<file path="config.mk">
export PLATFORM = sky130hd
export DESIGN_NAME = mem_arbiter
export DESIGN_NICKNAME = d
export VERILOG_FILES = /design/src/rtl/mem_arbiter.sv
export SDC_FILE = /design/constraint.sdc
export NUM_CORES = 1
export LEC_CHECK = 0
export CELL_PAD_IN_SITES_DETAIL_PLACEMENT = 1
export CELL_PAD_IN_SITES_GLOBAL_PLACEMENT = 2
export CORE_MARGIN = 1.5
export CORE_UTILIZATION = 32
export CTS_CLUSTER_DIAMETER = 40
export CTS_CLUSTER_SIZE = 24
export DETAILED_ROUTE_END_ITERATION = 16
export GPL_ROUTABILITY_DRIVEN = 0
export GPL_TIMING_DRIVEN = 0
export PLACE_DENSITY_LB_ADDON = 0.15
export SLEW_MARGIN = 15
export SYNTH_ARGS = -nofsm -noshare
export SYNTH_HDL_FRONTEND = slang
export SYNTH_SLANG_ARGS = --single-unit
</file>
<file path="constraint.sdc">
create_clock -name clk -period 3.21 [get_ports clk]
set_input_delay 0.642 -clock clk [delete_from_list [all_inputs] [get_ports clk]]
set_output_delay 0.642 -clock clk [all_outputs]
set_load 0.05 [all_outputs]
</file>
<file path="src/rtl/mem_arbiter.sv">
// Byte-serial RAM port arbiter shared by instruction fetch (IF) and load/store (MEM).
// Each 1/2/4-byte access becomes consecutive little-endian byte cycles on the RAM.
module mem_arbiter #(
    parameter int ADDR_W = 17
) (
    input  logic              clk,
    input  logic              rst_n,
    input  logic              if_req_i,
    input  logic [31:0]       if_addr_i,
    input  logic              if_flush_i,
    output logic              if_done_o,
    output logic [31:0]       if_inst_o,
    input  logic              mem_req_i,
    input  logic              mem_we_i,
    input  logic [1:0]        mem_size_i,
    input  logic [31:0]       mem_addr_i,
    input  logic [31:0]       mem_wdata_i,
    output logic              mem_done_o,
    output logic [31:0]       mem_rdata_o,
    output logic [ADDR_W-1:0] ram_addr_o,
    output logic              ram_wr_o,
    output logic [7:0]        ram_dout_o,
    input  logic [7:0]        ram_din_i
);

    typedef enum logic [1:0] {S_IDLE, S_BUSY, S_DONE} state_e;
    typedef enum logic {OWN_IF, OWN_MEM} owner_e;

    state_e              state_q, state_d;
    owner_e              owner_q, owner_d;
    logic [ADDR_W-1:0]   addr_q, addr_d;
    logic [2:0]          n_q, n_d;
    logic                we_q, we_d;
    logic [31:0]         wdata_q, wdata_d;
    logic [2:0]          cnt_q, cnt_d;
    logic [31:0]         buf_q, buf_d;
    logic [ADDR_W-1:0]   ram_addr_q, ram_addr_d;
    logic                ram_wr_q, ram_wr_d;
    logic [7:0]          ram_dout_q, ram_dout_d;
    logic                if_done_q, if_done_d;
    logic                mem_done_q, mem_done_d;
    logic [31:0]         if_inst_q, if_inst_d;
    logic [31:0]         mem_rdata_q, mem_rdata_d;

    logic [2:0]          cnt_nx;
    logic [1:0]          rd_idx;
    logic [1:0]          wr_idx;
    logic [31:0]         buf_nx;
    logic                xfer_last;
    logic [2:0]          mem_n;

    // Request address bits above the RAM width are deliberately dropped.
    logic unused_addr_bits;
    assign unused_addr_bits = ^{if_addr_i[31:ADDR_W], mem_addr_i[31:ADDR_W]};

    // BUSY cycle cnt_q presents byte cnt_q and receives byte cnt_q-1 from the RAM.
    assign cnt_nx = cnt_q + 3'd1;
    assign rd_idx = cnt_q[1:0] - 2'd1;
    assign wr_idx = cnt_nx[1:0];

    always_comb begin
        case (mem_size_i)
            2'b00:   mem_n = 3'd1;
            2'b01:   mem_n = 3'd2;
            default: mem_n = 3'd4;
        endcase
    end

    always_comb begin
        // NOTE: every signal gets a default before the case so no latch is inferred.
        state_d     = state_q;
        owner_d     = owner_q;
        addr_d      = addr_q;
        n_d         = n_q;
        we_d        = we_q;
        wdata_d     = wdata_q;
        cnt_d       = cnt_q;
        buf_d       = buf_q;
        ram_addr_d  = ram_addr_q;
        ram_wr_d    = 1'b0;
        ram_dout_d  = ram_dout_q;
        if_done_d   = 1'b0;
        mem_done_d  = 1'b0;
        if_inst_d   = if_inst_q;
        mem_rdata_d = mem_rdata_q;
        buf_nx      = buf_q;
        xfer_last   = 1'b0;

        case (state_q)
            S_IDLE: begin
                if (mem_req_i) begin
                    state_d    = S_BUSY;
                    owner_d    = OWN_MEM;
                    addr_d     = mem_addr_i[ADDR_W-1:0];
                    n_d        = mem_n;
                    we_d       = mem_we_i;
                    wdata_d    = mem_wdata_i;
                    cnt_d      = 3'd0;
                    buf_d      = 32'd0;
                    ram_addr_d = mem_addr_i[ADDR_W-1:0];
                    ram_wr_d   = mem_we_i;
                    ram_dout_d = mem_wdata_i[7:0];
                end else if (if_req_i && !if_flush_i) begin
                    state_d    = S_BUSY;
                    owner_d    = OWN_IF;
                    addr_d     = if_addr_i[ADDR_W-1:0];
                    n_d        = 3'd4;
                    we_d       = 1'b0;
                    wdata_d    = 32'd0;
                    cnt_d      = 3'd0;
                    buf_d      = 32'd0;
                    ram_addr_d = if_addr_i[ADDR_W-1:0];
                end
            end

            S_BUSY: begin
                if (owner_q == OWN_IF && if_flush_i) begin
                    state_d = S_IDLE;
                end else begin
                    if (!we_q && cnt_q != 3'd0) begin
                        buf_nx[{rd_idx, 3'b000} +: 8] = ram_din_i;
                    end
                    buf_d = buf_nx;
                    cnt_d = cnt_nx;
                    if (cnt_nx < n_q) begin
                        ram_addr_d = addr_q + ADDR_W'(cnt_nx);
                        ram_wr_d   = we_q;
                        ram_dout_d = wdata_q[{wr_idx, 3'b000} +: 8];
                    end
                    // Stores finish once the last byte is issued; loads wait one more cycle for it.
                    xfer_last = we_q ? (cnt_q == n_q - 3'd1) : (cnt_q == n_q);
                    if (xfer_last) begin
                        state_d = S_DONE;
                        if (owner_q == OWN_IF) begin
                            if_done_d = 1'b1;
                            if_inst_d = buf_nx;
                        end else begin
                            mem_done_d = 1'b1;
                            if (!we_q) mem_rdata_d = buf_nx;
                        end
                    end
                end
            end

            default: begin
                state_d = S_IDLE;
            end
        endcase
    end

    // NOTE: async reset clears every register, so an aborted access leaves no strobe or pulse behind.
    always_ff @(posedge clk or negedge rst_n) begin
        if (!rst_n) begin
            state_q     <= S_IDLE;
            owner_q     <= OWN_IF;
            addr_q      <= '0;
            n_q         <= 3'd0;
            we_q        <= 1'b0;
            wdata_q     <= 32'd0;
            cnt_q       <= 3'd0;
            buf_q       <= 32'd0;
            ram_addr_q  <= '0;
            ram_wr_q    <= 1'b0;
            ram_dout_q  <= 8'd0;
            if_done_q   <= 1'b0;
            mem_done_q  <= 1'b0;
            if_inst_q   <= 32'd0;
            mem_rdata_q <= 32'd0;
        end else begin
            state_q     <= state_d;
            owner_q     <= owner_d;
            addr_q      <= addr_d;
            n_q         <= n_d;
            we_q        <= we_d;
            wdata_q     <= wdata_d;
            cnt_q       <= cnt_d;
            buf_q       <= buf_d;
            ram_addr_q  <= ram_addr_d;
            ram_wr_q    <= ram_wr_d;
            ram_dout_q  <= ram_dout_d;
            if_done_q   <= if_done_d;
            mem_done_q  <= mem_done_d;
            if_inst_q   <= if_inst_d;
            mem_rdata_q <= mem_rdata_d;
        end
    end

    // A redirect arriving in the fetch's DONE cycle still cancels the pulse.
    assign if_done_o   = if_done_q & ~if_flush_i;
    assign if_inst_o   = if_inst_q;
    assign mem_done_o  = mem_done_q;
    assign mem_rdata_o = mem_rdata_q;
    assign ram_addr_o  = ram_addr_q;
    assign ram_wr_o    = ram_wr_q;
    assign ram_dout_o  = ram_dout_q;

endmodule

</file>
-- Word-level counts from Yosys, hierarchy flattened
Index checks and enable logic that the tools add are counted.
- bits in registers: 183
- latch bits: 0
- memory bits (writable): 0
- memory bits (read-only): 0
- input port bits: 112
- memories: 0
- add/subtract/negate cells: 5
- multiply operators: 0
- div/mod/pow operators: 0
- order comparisons: 1
- equal/unequal tests: 9
- shift operators: 3
- muxes and demuxes: 44
- bitwise operators: 5
- reductions and logical operators: 17
- operators by type and width (kind ; count):
    32-bit two-way mux ; 5
    17-bit two-way mux ; 4
    32-bit case mux with 2 select lines ; 1
    17-bit case mux with 2 select lines ; 1
    32-bit bitwise mux ; 1
    8-bit by 7-bit variable shift with 32-bit output (first input constant) ; 1
    32-bit by 6-bit variable part select with 8-bit output ; 1
    8-bit by 7-bit variable part select with 32-bit output ; 1
    8-bit two-way mux ; 3
    17-bit by 3-bit adder with 17-bit output ; 1
    8-bit case mux with 2 select lines ; 1
    1-bit two-way mux ; 15
    3-bit two-way mux ; 5
    3-bit case mux with 2 select lines ; 2
    4-bit AND reduction ; 3
    2-bit two-way mux ; 4
    5-bit negator with 7-bit output ; 1
    3-bit == test ; 2
    2-bit inequality test (second input constant) ; 3
    3-bit inequality test (second input constant) ; 2
    5-bit AND reduction ; 1
    2-bit by 1-bit == test with 1-bit output (second input constant) ; 2
    2-bit zero test ; 2
    1-bit NOT ; 4
    13 further kinds ; 18

-- Logic depth before layout (Yosys ltp)
- word-level depth: 7
- gate-level depth with buffers: 10

-- Least setup slack after synthesis
No wires, ideal clock.
- path type: register to register
- start: reg cnt_q[0]
- end: reg ram_dout_q[6] (netlist: ram_dout_o[6])
- library setup time: 82 ps
- data arrival time: 2402 ps
- slack: 726 ps
- cell stages (with the launch flop): 10
- path buffers: 1
- period minus slack after synthesis: 2484 ps
- path through: dfrtp_1 -> ha_1 -> xor2_1 -> ha_1 -> a21o_1 -> a31oi_1 -> a2bb2oi_1 -> clkbuf_1 -> nor2_1 -> a31oi_1
- longest elaborated chain between the ends: 5
- elaborated cells between the ends (all ways): 8
- classes of those cells: add/sub (1); order compare (1); eq/ne (1); shift (1); mux (3); reduce/logical (1)
- RTL lines (item ; RTL line ; source):
    start: declaration ; 35 ; logic [2:0] cnt_q, cnt_d;
    start signal: assignment ; 176 ; cnt_q <= cnt_d;
    3-bit by 1-bit adder with 3-bit output * ; 57 ; assign cnt_nx = cnt_q + 3'd1;
    32-bit by 6-bit variable part select with 8-bit output ; 128 ; ram_dout_d = wdata_q[{wr_idx, 3'b000} +: 8];
    8-bit two-way mux ; 125 ; if (cnt_nx < n_q) begin
    8-bit two-way mux ; 117 ; if (owner_q == OWN_IF && if_flush_i) begin
    8-bit case mux with 2 select lines ; 89 ; case (state_q)
    end signal: assignment ; 180 ; ram_dout_q <= ram_dout_d;
    end: declaration ; 39 ; logic [7:0] ram_dout_q, ram_dout_d;
Mark *: on every way between the ends. The rest lies on a longest branch, timed or not. The select of a mux whose other input is x is not followed.
A chain may end at the register's enable or synchronous reset.

-- Final worst setup path
- start: reg cnt_q[0]
- end: reg ram_addr_q[16] (netlist: ram_addr_o[16])
- longest elaborated chain between the ends: 5
- elaborated cells between the ends (all ways): 8
- classes of those cells: add/sub (2); order compare (1); eq/ne (1); mux (3); reduce/logical (1)
- RTL lines (item ; RTL line ; source):
    3-bit by 1-bit adder with 3-bit output * ; 57 ;
    17-bit by 3-bit adder with 17-bit output ; 126 ; ram_addr_d = addr_q + ADDR_W'(cnt_nx);
    17-bit two-way mux ; 125 ;
    17-bit two-way mux ; 117 ;
    17-bit case mux with 2 select lines ; 89 ;
    end signal: assignment ; 178 ; ram_addr_q <= ram_addr_d;
    end: declaration ; 37 ; logic [ADDR_W-1:0] ram_addr_q, ram_addr_d;
Marked as above.

==> impl_metrics.py <==
metrics = {
    "run_status": {
        "outcome": "finished, final reports clean",
    },
    "critical_path": {
        "cp_cell_sequence": "buf_6 > inv_1 > ha_1 > inv_1 > fa_1 > nor2b_1 > nor2_1 > nor4_1 > xnor2_1 > o21ai_0",
        "cp_max_fo": 7,
        "critPathKind": "reg -> reg",
        "required_ps": 3510,
        "crit_slowest_cell": "dfrtp_1",
        "cp.arrival_ps": 3390,
        "regToRegSetupSlack_ps": 120,
        "startpoint_type": "flip-flop",
        "cp_num_buf_inv": 3,
        "cp-end-kind": "flip-flop",
        "path_delay_family": "adder cells",
        "slowest_delay_ps": 460,
        "crit_top_cell": "inv_1",
    },
    "synth": {
        "yosys.area_share.adder_pct": 2.00,
        "synth_area_leader_cell": "dfrtp_1",
        "synth.distinct_cells": 51,
        "syn_area_mm2": 0.00852,
        "synth_area_leaders": "dfrtp_1, a22o_1, mux2_4, mux2_2, o21ai_0",
        "yosys.area_share.simple_pct": 8.49,
        "synth_top_area_share_pct": 53.8,
        "syn_nets": 845,
        "ys_warn_count": 0,
        "synthMuxAreaShare_pct": 14.1,
        "syn-instance-count": 720,
        "synth_edf_count": 0,
        "ys_ff_latch": 183,
        "synth_top_family_by_area": "compound AO/OA/AOI/OAI gates",
        "synthArstFlopShare_pct": 100,
        "avgSynthCellArea_um2": 11.8,
        "synth-seq-area-share_pct": 53.8,
        "synth_compound_area_share_pct": 14.6,
        "synth_ff_type": "dfrtp_1",
        "synth_xor_area_share_pct": 1.94,
    },
    "layout": {
        "synthToLayoutAreaGrowth_pct": 31.8,
        "nets": 1030,
        "fillers": 2797,
        "mostFrequentLayoutCells": "dfrtp_1, clkdlybuf4s50_1, a22o_1",
        "fin_util_pct": 43.1,
        "multi_input_area_mm2": 0.00353,
        "antennaDiodeCount": 0,
        "register_area_mm2": 0.00458,
        "layout_commonest_cell": "dfrtp_1",
        "stdcell_area_mm2": 0.0112,
        "drive_above_1_share_pct": 15.0,
    },
    "sta": {
        "finalCritPeriodShare_pct": 96.3,
        "setup_viol": 0,
        "rsz0062_at_grt": "yes",
        "clock_skew_ps": 17.7,
        "hold_violations": 0,
        "tightest_slew_ps": 814,
        "report.final.slew_viol_count": 0,
        "period_needed_ps": 3090,
        "clock.fmax_mhz": 324,
        "fin_tns_setup_ps": 0,
        "relSlewSlack_pct": 45.3,
    },
    "floorplan": {
        "die_w_um": 166,
        "initial_core_util_pct": 32.7,
        "die-area_mm2": 0.0276,
        "design.portCount": 204,
        "dieHeight_um": 166,
        "rows": 59,
        "core_area_mm2": 0.0261,
    },
    "clocking": {
        "clock-sinks": 183,
        "clock_path_buffers": 2,
        "numCtsBuffers": 17,
        "cts-hold-fix-buffers": 0,
        "htreeDepth": 4,
        "clk_pin_slew_worst_paths_ps": 70,
        "clk_latency_ps": 440,
        "clock-root-buffer": "clkbuf_16",
        "cts-resized-gates": 3,
        "cts_setup_buffers": 0,
        "cts_tree": "yes",
    },
    "routing": {
        "detail-route-antenna-nets": 0,
        "postRouteWirelength_mm": 24.9,
        "drt_first_iter_violations": 259,
        "drc": 0,
        "first_pass_iters": 4,
        "wire_per_inst_um": 19.9,
        "vias": 6427,
        "viasPerCell": 5.13,
    },
    "global_route": {
        "antenna_found_initial": 0,
        "grt_max_degree": 98,
        "grt_pass1_wl_mm": 40.4,
        "gr-total-overflow": 0,
        "grtUsageTotal_pct": 18.6,
        "grt_pass1_vias": 7174,
    },
    "pwr": {
        "leakagePower_uw": 0.00501,
        "total_power_uw": 12500,
        "peakVddDrop_mv": 0.665,
        "power_density_mw_per_mm2": 1110,
    },
    "placement": {
        "dpl-instance-area_mm2": 0.0106,
        "hpwl_mm": 18.1,
        "port_buffers": 165,
    },
    "min_path": {
        "min_path_type": "in -> async",
    },
    "flow_run": {
        "maxCapViolations": 0,
    },
}
==> metrics by stage <==
stage / std cells / hold slack (ps) / setup slack, ps
4_1_cts: 1253 / 237 / 46.1
3_5_place_dp: 1221 / 480 / -301
3_3_place_gp: 1220 / 474 / -6160
2_1_floorplan: 720 / 346 / 726
5_1_grt: 1253 / 242 / -40.7
6_report: 1253 / 184 / 119
==> worst paths after layout <==
check,startpoint,endpoint,cells after the start
min reg2reg,ram_addr_o[5],ram_addr_o[5],2
max,cnt_q[0],ram_addr_o[16],10
min in group clk,ram_addr_o[5],ram_addr_o[5],2
max reg2reg,cnt_q[0],ram_addr_o[16],10
min,rst_n,if_inst_o[8],1
max in group asynchronous,rst_n,wdata_q[2],2
==> area by class of cell <==
class                      count  share of cell area [%]
sequential                   183                    40.8
multi-input combinational    450                    31.4
timing repair buffer         166                    15.0
clock buffer                  18                    3.91
tap                          335                    3.73
buffer                        51                    2.69
clock inverter                14                    1.20
inverter                      36                    1.20
==> state kept, by name, summed over array words and instances, names as in the netlist <==
signal / count
cnt_q: 3
owner_q: 1
wdata_q: 32
mem_rdata_o: 32
if_inst_o: 32
if_done_q: 1
buf_q: 32
state_q: 2
mem_done_o: 1
ram_wr_o: 1
addr_q: 17
ram_addr_o: 17
ram_dout_o: 8
n_q: 3
we_q: 1
==> kinds of logic after synthesis <==
family,Yosys count
AOI/OAI and AO/OA,177
and+or+nand+nor,151
buffers and inverters,87
adders and majority gates,13
xor gates and xnor gates,18
muxes,91
DFF,183
==> routing by layer <==
metal	GRT usage [%]	up-vias	part of all wire, %
met5	0	-	0
met4	3.96	0	0.84
met3	3.19	16	3.1
met2	32.9	123	52
met1	23.7	3349	44
li1	-	2939	-
==> power by group <==
group,switching [µW],total [µW],leakage [µW],internal [µW]
Clock,1010,2060,0.000271,1050
Sequential,592,3780,0.00234,3190
Combinational,4160,6620,0.00240,2470
==> Yosys cell counts (2+ instances only) <==
cell type / n
buf_2: 5
nand2_1: 59
clkbuf_1: 26
xnor2_1: 13
a21oi_1: 17
inv_1: 36
and3_1: 8
mux4_2: 8
a21o_1: 7
nor2_1: 24
buf_6: 6
buf_4: 2
nor3_1: 6
mux2_2: 37
a31oi_1: 9
buf_1: 8
mux2_4: 29
ha_1: 12
a22o_1: 75
dfrtp_1: 183
buf_12: 3
xor2_1: 4
o21ai_0: 57
nor4_1: 4
nand3_1: 30
nor2b_1: 5
nor3b_2: 3
o21a_1: 2
o221ai_1: 2
and2_1: 3
mux2i_1: 17
Note: power is estimated with default switching activity, not from simulation.
